`src/rtl/uart_rx_if.sv`:
```
// Receive-side bundle of the UART receiver: serial line in, framed byte and
// status strobes out. The receiver takes the master view, the consumer the slave view.
interface uart_rx_if;
    logic       rx;
    logic [7:0] rx_data;
    logic       rx_ready;
    logic       frame_error;
    logic       busy;

    modport master (
        input  rx,
        output rx_data,
        output rx_ready,
        output frame_error,
        output busy
    );

    modport slave (
        output rx,
        input  rx_data,
        input  rx_ready,
        input  frame_error,
        input  busy
    );
endinterface

```
`src/rtl/uart_rx.sv`:
```
// 8N1 UART receiver: oversampled start/stop validation, one-cycle strobes for a
// good byte (rx_ready) or a bad stop bit (frame_error).
module uart_rx #(
    parameter int CLK_FREQ   = 100_000_000,
    parameter int BAUD_RATE  = 115200,
    parameter int OVERSAMPLE = 16
) (
    input  logic        clk,
    input  logic        reset,
    uart_rx_if.master   bus
);
    localparam int DIV   = (CLK_FREQ + BAUD_RATE * OVERSAMPLE / 2) / (BAUD_RATE * OVERSAMPLE);
    localparam int DIV_W = (DIV > 1) ? $clog2(DIV) : 1;
    localparam int S_W   = $clog2(OVERSAMPLE);

    localparam logic [DIV_W-1:0] DIV_END = DIV_W'(DIV - 1);
    localparam logic [S_W-1:0]   S_MID   = S_W'(OVERSAMPLE / 2 - 1);
    localparam logic [S_W-1:0]   S_END   = S_W'(OVERSAMPLE - 1);
    localparam logic [2:0]       B_LAST  = 3'd7;

    generate
        if (DIV < 1) begin : g_div_check
            $fatal(1, "uart_rx: CLK_FREQ too low for BAUD_RATE*OVERSAMPLE (DIV < 1)");
        end
        if ((OVERSAMPLE < 8) || ((OVERSAMPLE % 2) != 0)) begin : g_os_check
            $fatal(1, "uart_rx: OVERSAMPLE must be even and at least 8");
        end
    endgenerate

    typedef enum logic [2:0] {
        WAIT_IDLE = 3'd0,
        IDLE      = 3'd1,
        START     = 3'd2,
        DATA      = 3'd3,
        STOP      = 3'd4
    } state_t;

    logic [1:0]       sync_r;
    logic             rx_s;
    logic [DIV_W-1:0] div_cnt_r;
    logic             tick_r;
    state_t           state_r;
    logic [S_W-1:0]   s_cnt_r;
    logic [2:0]       b_cnt_r;
    logic [7:0]       sh_r;
    logic [7:0]       rx_data_r;
    logic             rx_ready_r;
    logic             frame_error_r;
    logic             busy_r;

    // Two-flop synchronizer; preset high so reset looks like an idle line.
    always_ff @(posedge clk or negedge reset) begin
        if (!reset) begin
            sync_r <= 2'b11;
        end else begin
            sync_r <= {sync_r[0], bus.rx};
        end
    end

    assign rx_s = sync_r[1];

    // Free-running oversample tick, one clock wide every DIV clocks.
    always_ff @(posedge clk or negedge reset) begin
        if (!reset) begin
            div_cnt_r <= '0;
            tick_r    <= 1'b0;
        end else if (div_cnt_r == DIV_END) begin
            div_cnt_r <= '0;
            tick_r    <= 1'b1;
        end else begin
            div_cnt_r <= div_cnt_r + DIV_W'(1);
            tick_r    <= 1'b0;
        end
    end

    // Frame FSM with registered byte, strobes and busy flag.
    always_ff @(posedge clk or negedge reset) begin
        if (!reset) begin
            state_r       <= WAIT_IDLE;
            s_cnt_r       <= '0;
            b_cnt_r       <= 3'd0;
            sh_r          <= 8'h00;
            rx_data_r     <= 8'h00;
            rx_ready_r    <= 1'b0;
            frame_error_r <= 1'b0;
            busy_r        <= 1'b1;
        end else begin
            rx_ready_r    <= 1'b0;
            frame_error_r <= 1'b0;
            case (state_r)
                WAIT_IDLE: begin
                    if (rx_s) begin
                        state_r <= IDLE;
                        busy_r  <= 1'b0;
                    end else begin
                        state_r <= WAIT_IDLE;
                    end
                end
                IDLE: begin
                    if (!rx_s) begin
                        state_r <= START;
                        s_cnt_r <= '0;
                        busy_r  <= 1'b1;
                    end else begin
                        state_r <= IDLE;
                    end
                end
                START: begin
                    if (tick_r) begin
                        if (s_cnt_r == S_MID) begin
                            // A start bit that is gone by mid-bit was a glitch.
                            if (!rx_s) begin
                                state_r <= DATA;
                                s_cnt_r <= '0;
                                b_cnt_r <= 3'd0;
                            end else begin
                                state_r <= IDLE;
                                busy_r  <= 1'b0;
                            end
                        end else begin
                            s_cnt_r <= s_cnt_r + S_W'(1);
                        end
                    end else begin
                        state_r <= START;
                    end
                end
                DATA: begin
                    if (tick_r) begin
                        if (s_cnt_r == S_END) begin
                            sh_r    <= {rx_s, sh_r[7:1]};
                            s_cnt_r <= '0;
                            if (b_cnt_r == B_LAST) begin
                                state_r <= STOP;
                            end else begin
                                b_cnt_r <= b_cnt_r + 3'd1;
                            end
                        end else begin
                            s_cnt_r <= s_cnt_r + S_W'(1);
                        end
                    end else begin
                        state_r <= DATA;
                    end
                end
                STOP: begin
                    if (tick_r) begin
                        if (s_cnt_r == S_END) begin
                            s_cnt_r <= '0;
                            if (rx_s) begin
                                rx_data_r  <= sh_r;
                                rx_ready_r <= 1'b1;
                                state_r    <= IDLE;
                                busy_r     <= 1'b0;
                            end else begin
                                // Low stop bit (or break): wait for the line to recover.
                                frame_error_r <= 1'b1;
                                state_r       <= WAIT_IDLE;
                            end
                        end else begin
                            s_cnt_r <= s_cnt_r + S_W'(1);
                        end
                    end else begin
                        state_r <= STOP;
                    end
                end
                default: begin
                    state_r <= WAIT_IDLE;
                    busy_r  <= 1'b1;
                end
            endcase
        end
    end

    assign bus.rx_data     = rx_data_r;
    assign bus.rx_ready    = rx_ready_r;
    assign bus.frame_error = frame_error_r;
    assign bus.busy        = busy_r;

endmodule
```
`src/flat_wrapper.sv`:
```
// flat-port wrapper written by rule: the top's interface ports become plain ports
module uart_rx_flat 
#(
    parameter int CLK_FREQ   = 100_000_000,
    parameter int BAUD_RATE  = 115200,
    parameter int OVERSAMPLE = 16
)
  (clk, reset, bus_rx, bus_rx_data, bus_rx_ready, bus_frame_error, bus_busy);
  uart_rx_if bus_i ();
  input  logic clk;
  input  logic reset;
  input wire logic [$bits(bus_i.rx)-1:0] bus_rx;
  output wire logic [$bits(bus_i.rx_data)-1:0] bus_rx_data;
  output wire logic [$bits(bus_i.rx_ready)-1:0] bus_rx_ready;
  output wire logic [$bits(bus_i.frame_error)-1:0] bus_frame_error;
  output wire logic [$bits(bus_i.busy)-1:0] bus_busy;
  assign bus_i.rx = bus_rx;
  assign bus_rx_data = bus_i.rx_data;
  assign bus_rx_ready = bus_i.rx_ready;
  assign bus_frame_error = bus_i.frame_error;
  assign bus_busy = bus_i.busy;
  uart_rx #(.CLK_FREQ(CLK_FREQ), .BAUD_RATE(BAUD_RATE), .OVERSAMPLE(OVERSAMPLE)) u_core (.clk(clk), .reset(reset), .bus(bus_i));
endmodule
```
`config.mk`:
```
export PLATFORM = sky130hd
export DESIGN_NAME = uart_rx_flat
export DESIGN_NICKNAME = d
export VERILOG_FILES = /design/src/rtl/uart_rx_if.sv /design/src/rtl/uart_rx.sv /design/src/flat_wrapper.sv
export SDC_FILE = /design/constraint.sdc
export NUM_CORES = 1
export LEC_CHECK = 0
export ABC_AREA = 1
export CORE_UTILIZATION = 40
export CTS_CLUSTER_DIAMETER = 120
export DETAILED_ROUTE_END_ITERATION = 6
export DONT_BUFFER_PORTS = 1
export PLACE_DENSITY_LB_ADDON = 0.1
export SLEW_MARGIN = 10
export SYNTH_ARGS = -nofsm -noshare
export SYNTH_HDL_FRONTEND = slang
export SYNTH_SLANG_ARGS = --single-unit
```
`constraint.sdc`:
```
create_clock -name clk -period 3.57 [get_ports clk]
set_input_delay 0.5355 -clock clk [delete_from_list [all_inputs] [get_ports clk]]
set_output_delay 0.5355 -clock clk [all_outputs]
set_load 0.01 [all_outputs]
```
## After elaboration in Yosys (flattened, before gate mapping)

Index checks and enable logic that the tools add are counted.

| word-level totals | value |
|---|---|
| logic and storage cells | 88 |
| output and inout port bits | 11 |
| register bits | 38 |

| cells by class | value |
|---|---|
| reduce and logical (&&, ||, !) cells | 10 |
| add/sub/neg operators | 3 |
| bitwise logic cells | 1 |
| mux-type cells | 41 |
| eq/ne operators | 22 |

Operators by type and width:

| operator | count |
|---|---|
| $mux 3 | 13 |
| $mux 4 | 5 |
| $mux 1 | 16 |
| $pmux 3 s5 | 1 |
| $ne 2x1->1 const B | 7 |
| $ne 3x3->1 const B | 4 |
| $pmux 4 s3 | 1 |
| $reduce_and 4->1 | 2 |
| $reduce_and 7->1 | 1 |
| $add 6x1->6 const B | 1 |
| $eq 3x2->1 const B | 2 |
| $eq 3x3->1 const B | 2 |
| $eq 6x6->1 const B | 1 |
| $mux 6 | 1 |
| $ne 2x2->1 const B | 3 |
| $pmux 3 s2 | 1 |
| $reduce_and 3->1 | 2 |
| $reduce_and 6->1 | 1 |
| $pmux 1 s5 | 1 |
| $add 4x1->4 const B | 1 |
| $eq 4x3->1 const B | 1 |
| $eq 4x4->1 const B | 1 |
| $mux 2 | 2 |
| $add 3x1->3 const B | 1 |
| other kinds (6) | 6 |

## Longest topological paths before layout

Gate-level depths: netlist of run 1.

| depth | value |
|---|---|
| word-level depth | 5 |
| gate-level depth with buffers | 10 |
| depth with buffers taken out | 10 |

## Worst setup path after synthesis of run 1

No wires, ideal clock.

| path | value |
|---|---|
| path kind | reg2reg |
| from | register u_core.s_cnt_r[0] |
| to | register u_core.rx_data_r[1], in the netlist u_core.bus.rx_data[1] |
| required time | 3.453 ns |
| stages on the path, launching flop included | 8 |
| setup slack | 2.183 ns |
| library setup time | 0.117 ns |
| arrival | 1.270 ns |
| buffers on the path | 1 |
| clock period less this slack | 1.387 ns |
| cells stage by stage | dfrtp_1 > ha_1 > nand3_2 > clkinv_2 > nand4_4 > buf_6 > nand2_2 > o21ai_2 |

| on the way | value |
|---|---|
| longest elaborated chain between the ends | 2 |

RTL lines:

| item | RTL line | source |
|---|---|---|
| start, declared | uart_rx.sv:43 | `logic [S_W-1:0] s_cnt_r;` |
| start signal, assigned | uart_rx.sv:121 | `s_cnt_r <= s_cnt_r + S_W'(1);` |
| start signal, assigned | uart_rx.sv:138 | `s_cnt_r <= s_cnt_r + S_W'(1);` |
| start signal, assigned | uart_rx.sv:159 | `s_cnt_r <= s_cnt_r + S_W'(1);` |
| $eq 4x4->1 | uart_rx.sv:146 | `if (s_cnt_r == S_END) begin` |
| $reduce_and 4->1 (no line) | n/a |  |
| end signal, assigned | uart_rx.sv:149 | `rx_data_r <= sh_r;` |
| end, declared | uart_rx.sv:46 | `logic [7:0] rx_data_r;` |

Every way passes these cells.
A chain may end at the register's enable or synchronous reset.

## Worst setup path after layout of run 1

| path | value |
|---|---|
| from | register u_core.s_cnt_r[0] |
| to | register u_core.rx_data_r[5], in the netlist u_core.bus.rx_data[5] |

Same word-level chain as after synthesis.

==> results of run 1 <==
layer usage:
metal,vias to the layer above,part of all wire,global-route usage
met4,0,0.019,0.0833
met5,-,0,0
li1,805,-,-
met3,7,0.042,0.0412
met2,21,0.45,0.257
met1,710,0.49,0.230
final timing paths:
check,end,depth (start not counted),start
worst min register to register,u_core.sync_r[1]$_DFF_PN1_,0,u_core.sync_r[0]$_DFF_PN1_
worst min-delay path,u_core.s_cnt_r[1]$_DFFE_PN0P_,1,reset
min in group clk,u_core.sync_r[0]$_DFF_PN1_,0,bus_rx
max in group asynchronous,u_core.bus.rx_data[1]$_DFFE_PN0P_,1,reset
worst max register to register,u_core.bus.rx_data[5]$_DFFE_PN0P_,6,u_core.s_cnt_r[0]$_DFFE_PN0P_
worst max-delay path,u_core.bus.rx_data[5]$_DFFE_PN0P_,6,u_core.s_cnt_r[0]$_DFFE_PN0P_
flip-flops by register name (all words and copies together) (netlist names):
signal,cells
u_core.b_cnt_r,3
u_core.bus.rx_ready,1
u_core.sh_r,8
u_core.bus.busy,1
u_core.state_r,3
u_core.bus.frame_error,1
u_core.tick_r,1
u_core.div_cnt_r,6
u_core.s_cnt_r,4
u_core.bus.rx_data,8
u_core.sync_r,2
report_power, final:
part | internal [mW] | switching, mW
sequential | 0.474 | 0.0691
clock | 0.155 | 0.158
combinational | 0.151 | 0.286
total | 0.780 | 0.513
through the flow:
stage                     hold WS (ns)  setup WS (ns)  cell area [um^2]  power [mW]   util
after floorplan                  0.240           2.18              2050       0.909      -
after global placement           0.241           2.00              2080       0.985  0.433
after global routing            0.0610           1.80              2200        1.39  0.457
final                           0.0670           1.92              2200        1.29  0.457
after CTS                       0.0664           1.92              2200        1.31  0.457
after detailed placement         0.241           1.94              2080       0.977  0.433
cells by family (layout without fill, tap and decap cells):
| logic type | Yosys count | in the layout | synth area share |
|---|---|---|---|
| and+or+nand+nor | 146 | 146 | 0.335 |
| AOI/OAI and AO/OA | 26 | 26 | 0.0799 |
| xor gates and xnor gates | 1 | 1 | 0.00427 |
| DFF | 38 | 38 | 0.465 |
| adders and majority gates | 5 | 5 | 0.0305 |
| buffers and inverters | 38 | 41 | 0.0854 |
worst max-delay path, delay by kind of cell, from the launching register on:
kind	cells	cell delay [ns]
adders and majority gates	1	0.27
buffers and inverters	1	0.14
AOI/OAI and AO/OA	1	0.06
and+or+nand+nor	3	0.63
DFF	1	0.43
final cells by class:
class                      count  area, um^2  share of cell area
clock buffer                   6        82.6              0.0375
clock inverter                 2        12.5             0.00569
inverter                      32         124              0.0563
multi-input combinational    178         922               0.419
sequential                    38         955               0.434
tap                           67        83.8              0.0381
timing repair buffer           1        20.0             0.00910
placed cells by master (no fill, tap or decap), types with 4 or more instances in the layout:
master and count:
clkbuf_8 6, dfrtp_1 35, ha_1 5, inv_1 28, nand2_1 84, nand2_2 8, nand3_1 19, nand3b_1 4
nor2_1 17, o21ai_1 10, o21ai_2 8
repair_timing:
action                    4_1_cts  5_1_grt
hold buffers                    1        0
resized for setup               0        0
hold endpoints to repair       35        0
==> summary.txt, run 1 <==
========================================================================================
Final-report max-slew violation count .....................................            0
Critical setup path kind ..................................................      reg2reg
Iteration-0 DRC Markers ...................................................          112
Aggregate global routing overflow .........................................            0
Die span in x .............................................................      73.6 um
Die area ..................................................................    5420 um^2
Total half-perimeter wirelength after legalization and detailed placement .      2660 um
Number of I/O pins ........................................................           14
Transition time at the pin with the least slew margin .....................     0.414 ns
Category of the worst setup path capture point ............................    flip-flop
Min cycle time layout .....................................................      1.65 ns
Static Leak ...............................................................      1.10 nW
Largest cells by area after synthesis ..................................... dfrtp_1 43%, nand2_1 15%, inv_1 5.1%
Starting Density ..........................................................        0.426
TritonCTS clock tree ......................................................          yes
Post-Synthesis Mean Instance Area .........................................    8.08 um^2
Worst path arrival time ...................................................      1.82 ns
Antenna violations before repair ..........................................            0
Number of iterations in the first detailed-routing pass ...................            4
Asr flop ratio synth ......................................................         1.00
Cell count after synthesis ................................................          254
Net Count, Synth ..........................................................          262
Post-synthesis to final-layout area growth ................................        7.20%
Clk pin slew, worst setup/hold paths ......................................      0.08 ns
Maximum resistive drop on vdd .............................................       288 uV
Number of buffers between clock root and the deepest sink .................            2
Fill count ................................................................          489
Series of cell instances along the critical path .......................... ha_1 -> nand3_2 -> clkinv_2 -> nand4_4 -> nand2_1 -> o21ai_2
Wire length of the first global-routing pass ..............................      6830 um
Fraction of final layout cells with drive strength greater than 1 .........        0.160
Worst Skew ................................................................   0.00917 ns
Critical path launch point type ...........................................    flip-flop
Final Wtd Congestion ......................................................        0.826
Leading post-synthesis cells by instance count ............................ 84 x nand2_1, 35 x dfrtp_1, 28 x inv_1
DRT antenna net count .....................................................            0
Final Hold Fails ..........................................................            0
Die height ................................................................      73.6 um
Via count normalized by instance count ....................................         4.76
FMAX ......................................................................      607 MHz
Core box area .............................................................    4820 um^2
Per-cell routed wire length ...............................................      12.2 um
Outcome ...................................................................    completed
Critical path's largest stage delay .......................................      0.43 ns
Yosys synthesis warning count .............................................            0
Number of remaining DRC errors ............................................            0
Required arrival time at the worst endpoint ...............................      3.75 ns
CP max stage cell .........................................................      dfrtp_1
Post-layout net count .....................................................          264
Area leader, netlist ......................................................      dfrtp_1
Insertion delay of the later-clocked pin in the worst-skew pair ...........      0.29 ns
Maximum number of pins on one net before global-route repair ..............           36
GR Util All Layers ........................................................        0.171
Number of distinct library cells after synthesis ..........................           30
Inserted Diodes ...........................................................            0
Proportion of netlist area held by the largest area contributor ...........        0.427
Part of the Yosys area used for sequential elements .......................        0.465
Total of max-cap violations ...............................................            0
Routed Wire Length ........................................................      3940 um
Number of core rows .......................................................           25
Total setup buffers inserted after CTS ....................................            0
Hold Path Class ...........................................................     in2async
Clock root buffer master ..................................................     clkbuf_8
Final TNS setup ...........................................................         0 ns
Inst Count DP .............................................................          315
Clock tree sinks ..........................................................           38
TritonCTS buffer count ....................................................            5
Count of endpoints failing setup in the final report ......................            0
Post-Layout Cell Count ....................................................          324
H-tree Lvls ...............................................................            2
Critical path fanouts, max ................................................           16
Via count of the first global-routing pass ................................         1453
Vias after detailed routing ...............................................         1543
Post-route fraction of the period consumed by the critical path ...........        0.461
Setup repair after global routing missed its margin .......................           no
Number of enable flip-flop cells after synthesis ..........................            0
Rel. slew slack ...........................................................        0.723
Most common flop cell mapped by yosys .....................................      dfrtp_1
Most instantiated library cell after synthesis ............................      nand2_1
PortBufs ..................................................................            0
Setup slack of the worst register-to-register path ........................      1.92 ns
Combined area of all synthesized cells ....................................    2050 um^2
Register bit count reported by yosys ......................................           38
Power per Cell Area .......................................................  588 nW/um^2
========================================================================================
Note: power is estimated with default switching activity, not from simulation.
==> inputs of run 2 (changes only) <==
==> constraint.sdc (replaced) <==
create_clock -name clk -period 1.5 [get_ports clk]
set_input_delay 0.225 -clock clk [delete_from_list [all_inputs] [get_ports clk]]
set_output_delay 0.225 -clock clk [all_outputs]
set_load 0.01 [all_outputs]
==> summary.txt, run 2 (synthesized netlist as in run 1, its figures left out) <==
========================================================================================
Via count of the first global-routing pass ................................         1481
Worst path arrival time ...................................................      1.60 ns
Most common cell after layout, fill and taps aside ........................      nand2_1
Post-synthesis to final-layout area growth ................................        15.8%
Transition time at the pin with the least slew margin .....................     0.305 ns
Final-report max-slew violation count .....................................            0
Number of cells traversed by the worst hold path ..........................            0
Combinational group share of total power ..................................        0.332
Launching element of the worst setup path ................................. u_core.s_cnt_r[0]$_DFFE_PN0P_
Insertion delay of the later-clocked pin in the worst-skew pair ...........      0.29 ns
Maximum resistive drop on vdd .............................................       671 uV
Fraction of final layout cells with drive strength greater than 1 .........        0.209
Critical path fanouts, max ................................................            4
Final Wtd Congestion ......................................................        0.893
H-tree Lvls ...............................................................            2
Start point of the worst hold path ........................................ u_core.sync_r[0]$_DFF_PN1_
Worst Skew ................................................................   0.00765 ns
Critical setup path kind ..................................................      reg2reg
CP max stage cell .........................................................      dfrtp_1
Category of the worst setup path capture point ............................    flip-flop
Global-route met3 utilization .............................................       0.0439
Total of max-cap violations ...............................................            0
Critical path launch point type ...........................................    flip-flop
Multi-input gate area in the final layout .................................     952 um^2
TritonCTS clock tree ......................................................          yes
Critical R2R Capture ...................................................... u_core.b_cnt_r[1]$_DFFE_PN0P_
Number of remaining DRC errors ............................................            0
Share of the core filled with cells .......................................        0.493
TritonCTS buffer count ....................................................            5
Antenna violations before repair ..........................................            0
Critical path's largest stage delay .......................................      0.42 ns
Post-layout net count .....................................................          275
Inst Count DP .............................................................          324
Reg2reg path depth ........................................................            7
Via count normalized by instance count ....................................         4.73
Routed Wire Length ........................................................      3960 um
Per-cell routed wire length ...............................................      11.8 um
Clk pin slew, worst setup/hold paths ......................................      0.08 ns
Core box area .............................................................    4820 um^2
Net switching power figure ................................................      1.28 mW
Die height ................................................................      73.6 um
Met1 demand-to-capacity share in global routing ...........................        0.222
Final Hold Fails ..........................................................            0
Min cycle time layout .....................................................      1.41 ns
Rel. slew slack ...........................................................        0.795
Die span in x .............................................................      73.6 um
FMAX ......................................................................      709 MHz
Setup slack of the worst register-to-register path ........................      0.09 ns
GR Util All Layers ........................................................        0.168
Inserted Diodes ...........................................................            0
Area taken by flip-flops and latches ......................................     958 um^2
Power per Cell Area ....................................................... 1480 nW/um^2
Post-route fraction of the period consumed by the critical path ...........        0.940
Vias after detailed routing ...............................................         1584
DRT antenna net count .....................................................            0
Worst r2r src ............................................................. u_core.s_cnt_r[0]$_DFFE_PN0P_
Top Usage Layer GRT .......................................................         met2
Number of I/O pins ........................................................           14
Required arrival time at the worst endpoint ...............................      1.69 ns
Internal power consumption ................................................      2.24 mW
Outcome ...................................................................    completed
Wire length of the first global-routing pass ..............................      6740 um
Clock power frac ..........................................................        0.303
Switching Fraction ........................................................        0.363
Number of core rows .......................................................           25
Clock tree sinks ..........................................................           38
Number of buffers between clock root and the deepest sink .................            2
Iteration-0 DRC Markers ...................................................          116
Global routing usage on met2 ..............................................        0.255
Starting Density ..........................................................        0.426
Number of iterations in the first detailed-routing pass ...................            4
Total half-perimeter wirelength after legalization and detailed placement .      2780 um
Maximum number of pins on one net before global-route repair ..............           39
Part of the total power dissipated in sequential elements .................        0.365
Min-Delay Endpoint ........................................................ u_core.sync_r[1]$_DFF_PN1_
Clock root buffer master ..................................................     clkbuf_8
Aggregate global routing overflow .........................................            0
Most frequent cells in the layout ......................................... 84 x nand2_1, 32 x dfrtp_1, 28 x inv_1, 19 x nand3_1, 15 x nor2_1
Post-Layout Cell Count ....................................................          335
PortBufs ..................................................................            0
Series of cell instances along the critical path .......................... ha_4 -> nand3_2 -> clkinv_2 -> a21oi_1 -> nor2_4 -> nand3b_1 -> nand2_1
Count of endpoints failing setup in the final report ......................            0
Total setup buffers inserted after CTS ....................................            0
Fill count ................................................................          497
Static Leak ...............................................................      1.18 nW
Hold Path Class ...........................................................      reg2reg
Die area ..................................................................    5420 um^2
========================================================================================
==> run 2: cell types whose count changed in the layout (fill, tap and decap cells not counted), sizes merged <==
cell	delta
dlygate4sd3	+2
buf	+9
clkinvlp	-1
clkbuf	-1
bufinv	+2
==> run 2: power by group through the flow <==
stage / sequential, mW / clock (mW) / combinational [mW]
2_1_floorplan: 1.21 / 0 / 0.953
3_3_place_gp: 1.28 / 0 / 1.10
3_5_place_dp: 1.28 / 0 / 1.09
4_1_cts: 1.26 / 1.11 / 1.12
5_1_grt: 1.30 / 1.14 / 1.36
6_report: 1.28 / 1.07 / 1.17
==> run 2: stage by stage <==
step           cell area (um^2)  hold WS [ns]  setup TNS (ns)  worst slack (ns)  power (mW)
6_report                   2380         0.364               0            0.0902        3.52
4_1_cts                    2340         0.366               0            0.0414        3.49
2_1_floorplan              2050       -0.0706               0             0.113        2.16
5_1_grt                    2380         0.367        -0.00266          -0.00266        3.80
3_3_place_gp               2160       -0.0694               0            0.0437        2.39
3_5_place_dp               2160       -0.0695               0            0.0548        2.37
==> run 2: area by class of cell <==
cell class / count / share of cell area
Clock inverter: 3 / 0.0290
Tap cell: 67 / 0.0353
Timing Repair Buffer: 12 / 0.0506
Inverter: 32 / 0.0521
Clock buffer: 5 / 0.0290
Multi-Input combinational cell: 178 / 0.401
Sequential cell: 38 / 0.403
==> run 2: worst max path at each step <==
stage,end,slack [ns],depth (start not counted)
6_report,u_core.b_cnt_r[1]$_DFFE_PN0P_,0.09,7
5_1_grt,u_core.b_cnt_r[1]$_DFFE_PN0P_,-0.003,7
4_1_cts,u_core.sh_r[3]$_DFFE_PN0P_,0.04,5
3_5_place_dp,u_core.sh_r[3]$_DFFE_PN0P_,0.05,5
3_3_place_gp,u_core.b_cnt_r[2]$_DFFE_PN0P_,0.04,8
2_1_floorplan,u_core.bus.rx_data[1]$_DFFE_PN0P_,0.11,7
==> run 2: worst max-delay path, delay by kind of cell, from the launching register on <==
kind / cells / cell delay, ns
flip-flops: 1 / 0.42
buffers and inverters: 1 / 0.11
adder cells (fa/ha/maj): 1 / 0.19
AO/OA/AOI/OAI: 1 / 0.27
AND/OR/NAND/NOR: 4 / 0.32
==> run 2: routing by layer <==
metal  vias to the layer above  wire [um]
li1                        830          -
met1                       734       1930
met2                        16       1870
met3                         4        111
met4                         0         52
met5                         -          0
==> run 2: timing repair <==
item,4_1_cts,5_1_grt
hold buffers,3,0
setup endpoints to repair,0,24
resized for setup,0,9
hold endpoints to repair,39,0
==> inputs of run 3 (changes only) <==
--- a/config.mk
+++ b/config.mk
@@ -6,6 +6,8 @@
 export NUM_CORES = 1
 export LEC_CHECK = 0
 export ABC_AREA = 1
+export CELL_PAD_IN_SITES_DETAIL_PLACEMENT = 0
+export CELL_PAD_IN_SITES_GLOBAL_PLACEMENT = 1
 export CORE_UTILIZATION = 40
 export CTS_CLUSTER_DIAMETER = 120
 export DETAILED_ROUTE_END_ITERATION = 6
==> summary.txt, run 3 (synthesized netlist as in run 1, its figures left out) <==
========================================================================================
Outcome ...................................................................    completed
Total of max-cap violations ...............................................            0
Wire length of the first global-routing pass ..............................      7110 um
Number of buffers between clock root and the deepest sink .................            2
Category of the worst setup path capture point ............................    flip-flop
Clock tree sinks ..........................................................           38
Number of core rows .......................................................           25
Combinational group share of total power ..................................        0.387
Hold Path Class ...........................................................      reg2reg
Number of remaining DRC errors ............................................            0
Pre-CTS setup slack .......................................................  -0.00563 ns
Final Hold Fails ..........................................................            0
DRT antenna net count .....................................................            0
Routed Wire Length ........................................................      3970 um
Final-report max-slew violation count .....................................            0
Maximum resistive drop on vdd .............................................       483 uV
Critical path launch point type ...........................................    flip-flop
Share of the core filled with cells .......................................        0.492
H-tree Lvls ...............................................................            2
Final TNS setup ...........................................................         0 ns
Count of endpoints failing setup in the final report ......................            0
Die area ..................................................................    5420 um^2
GR Util All Layers ........................................................        0.172
Launching element of the worst setup path ................................. u_core.state_r[0]$_DFFE_PN0P_
Worst Skew ................................................................   0.00510 ns
Setup slack of the worst register-to-register path ........................      0.12 ns
Most common cell after layout, fill and taps aside ........................      nand2_1
Required arrival time at the worst endpoint ...............................      1.68 ns
Reg2reg path depth ........................................................            8
Per-cell routed wire length ...............................................      11.7 um
Iteration-0 DRC Markers ...................................................           96
Worst r2r src ............................................................. u_core.state_r[0]$_DFFE_PN0P_
Final Wtd Congestion ......................................................        0.787
Critical R2R Capture ...................................................... u_core.state_r[0]$_DFFE_PN0P_
Capture point of the critical path ........................................ u_core.state_r[0]$_DFFE_PN0P_
Number of iterations in the first detailed-routing pass ...................            4
Post-route fraction of the period consumed by the critical path ...........        0.922
Core box area .............................................................    4820 um^2
Starting Density ..........................................................        0.426
Insertion delay of the later-clocked pin in the worst-skew pair ...........      0.29 ns
Via count of the first global-routing pass ................................         1544
Critical setup path kind ..................................................      reg2reg
Clock power frac ..........................................................        0.224
Internal power consumption ................................................      2.00 mW
Total half-perimeter wirelength after legalization and detailed placement .      2840 um
Antenna violations before repair ..........................................            0
Clock root buffer master ..................................................     clkbuf_8
Static Leak ...............................................................      1.20 nW
Rel. slew slack ...........................................................        0.800
Switching Fraction ........................................................        0.389
Setup repair after global routing missed its margin .......................          yes
TritonCTS buffer count ....................................................            5
TritonCTS clock tree ......................................................          yes
Inserted Diodes ...........................................................            0
Power per Cell Area ....................................................... 1380 nW/um^2
Net switching power figure ................................................      1.27 mW
Min cycle time layout .....................................................      1.38 ns
Fill count ................................................................          475
Critical path fanouts, max ................................................            7
Transition time at the pin with the least slew margin .....................     0.298 ns
Post-layout net count .....................................................          280
Vias after detailed routing ...............................................         1583
Clk pin slew, worst setup/hold paths ......................................      0.07 ns
Number of I/O pins ........................................................           14
Via count normalized by instance count ....................................         4.66
Most frequent cells in the layout ......................................... 83 x nand2_1, 33 x dfrtp_1, 28 x inv_1, 19 x nand3_1, 15 x nor2_1
Aggregate global routing overflow .........................................            0
Part of the total power dissipated in sequential elements .................        0.389
Die height ................................................................      73.6 um
Fraction of final layout cells with drive strength greater than 1 .........        0.220
Worst path arrival time ...................................................      1.56 ns
Setup slack of the critical path after layout .............................     0.117 ns
Post-synthesis to final-layout area growth ................................        15.4%
Die span in x .............................................................      73.6 um
Maximum number of pins on one net before global-route repair ..............           39
PortBufs ..................................................................            0
FMAX ......................................................................      723 MHz
========================================================================================
-- run 3: how the worst min path moves through the flow --
stage / startpoint / endpoint / depth (start not counted) / slack (ns)
floorplan: reset / u_core.b_cnt_r[0]$_DFFE_PN0P_ / 0 / -0.07
global placement: reset / u_core.div_cnt_r[3]$_DFF_PN0_ / 0 / -0.07
detailed placement: reset / u_core.div_cnt_r[5]$_DFF_PN0_ / 0 / -0.07
CTS: u_core.sync_r[0]$_DFF_PN1_ / u_core.sync_r[1]$_DFF_PN1_ / 0 / 0.36
global route: u_core.sync_r[0]$_DFF_PN1_ / u_core.sync_r[1]$_DFF_PN1_ / 0 / 0.36
finish: u_core.sync_r[0]$_DFF_PN1_ / u_core.sync_r[1]$_DFF_PN1_ / 0 / 0.36
-- run 3: worst max-delay path, stage by stage, from the launching register on --
cell	delay [ns]
dfrtp_2	0.47
nor2_4	0.14
nand2_2	0.12
nand2_2	0.14
nand2_1	0.10
nand3_2	0.11
nand2_1	0.08
nand2_1	0.07
nand2_1	0.05
-- run 3: layout make-up --
class	instances	area [um^2]	share of cell area
sequential	38	957	0.404
multi-input combinational	178	955	0.403
clock buffer	7	86.3	0.0365
timing repair buffer	17	158	0.0666
clock inverter	1	5.00	0.00211
tap	67	83.8	0.0354
inverter	32	124	0.0523
-- run 3: metrics by stage --
stage | cells | cell area (um^2) | hold slack (ns) | power (mW)
2_1_floorplan | 254 | 2050 | -0.0706 | 2.16
3_3_place_gp | 328 | 2180 | -0.0699 | 2.49
3_5_place_dp | 328 | 2180 | -0.0698 | 2.47
4_1_cts | 339 | 2310 | 0.361 | 3.25
5_1_grt | 340 | 2370 | 0.363 | 3.54
6_report | 340 | 2370 | 0.359 | 3.27
-- run 3: power groups by stage --
stage	clock network (mW)	logic (mW)	registers, mW
6_report	0.731	1.26	1.27
5_1_grt	0.800	1.45	1.28
4_1_cts	0.764	1.23	1.25
3_5_place_dp	0	1.19	1.27
3_3_place_gp	0	1.22	1.27
2_1_floorplan	0	0.953	1.21
-- run 3: what timing repair did --
item / CTS / global route
gates cloned: 0 / 0
hold buffers: 3 / 0
resized for setup: 0 / 9
setup endpoints to repair: 6 / 23
hold endpoints to repair: 39 / 0
pin swaps: 1 / 1
setup buffers: 0 / 1
-- run 3: routing by layer --
| metal | up-vias | wire, um | track usage |
|---|---|---|---|
| met5 | - | 0 | 0 |
| met4 | 0 | 88 | 0.0769 |
| met3 | 9 | 113 | 0.0398 |
| met2 | 20 | 1750 | 0.253 |
| met1 | 714 | 2020 | 0.240 |
| li1 | 840 | - | - |
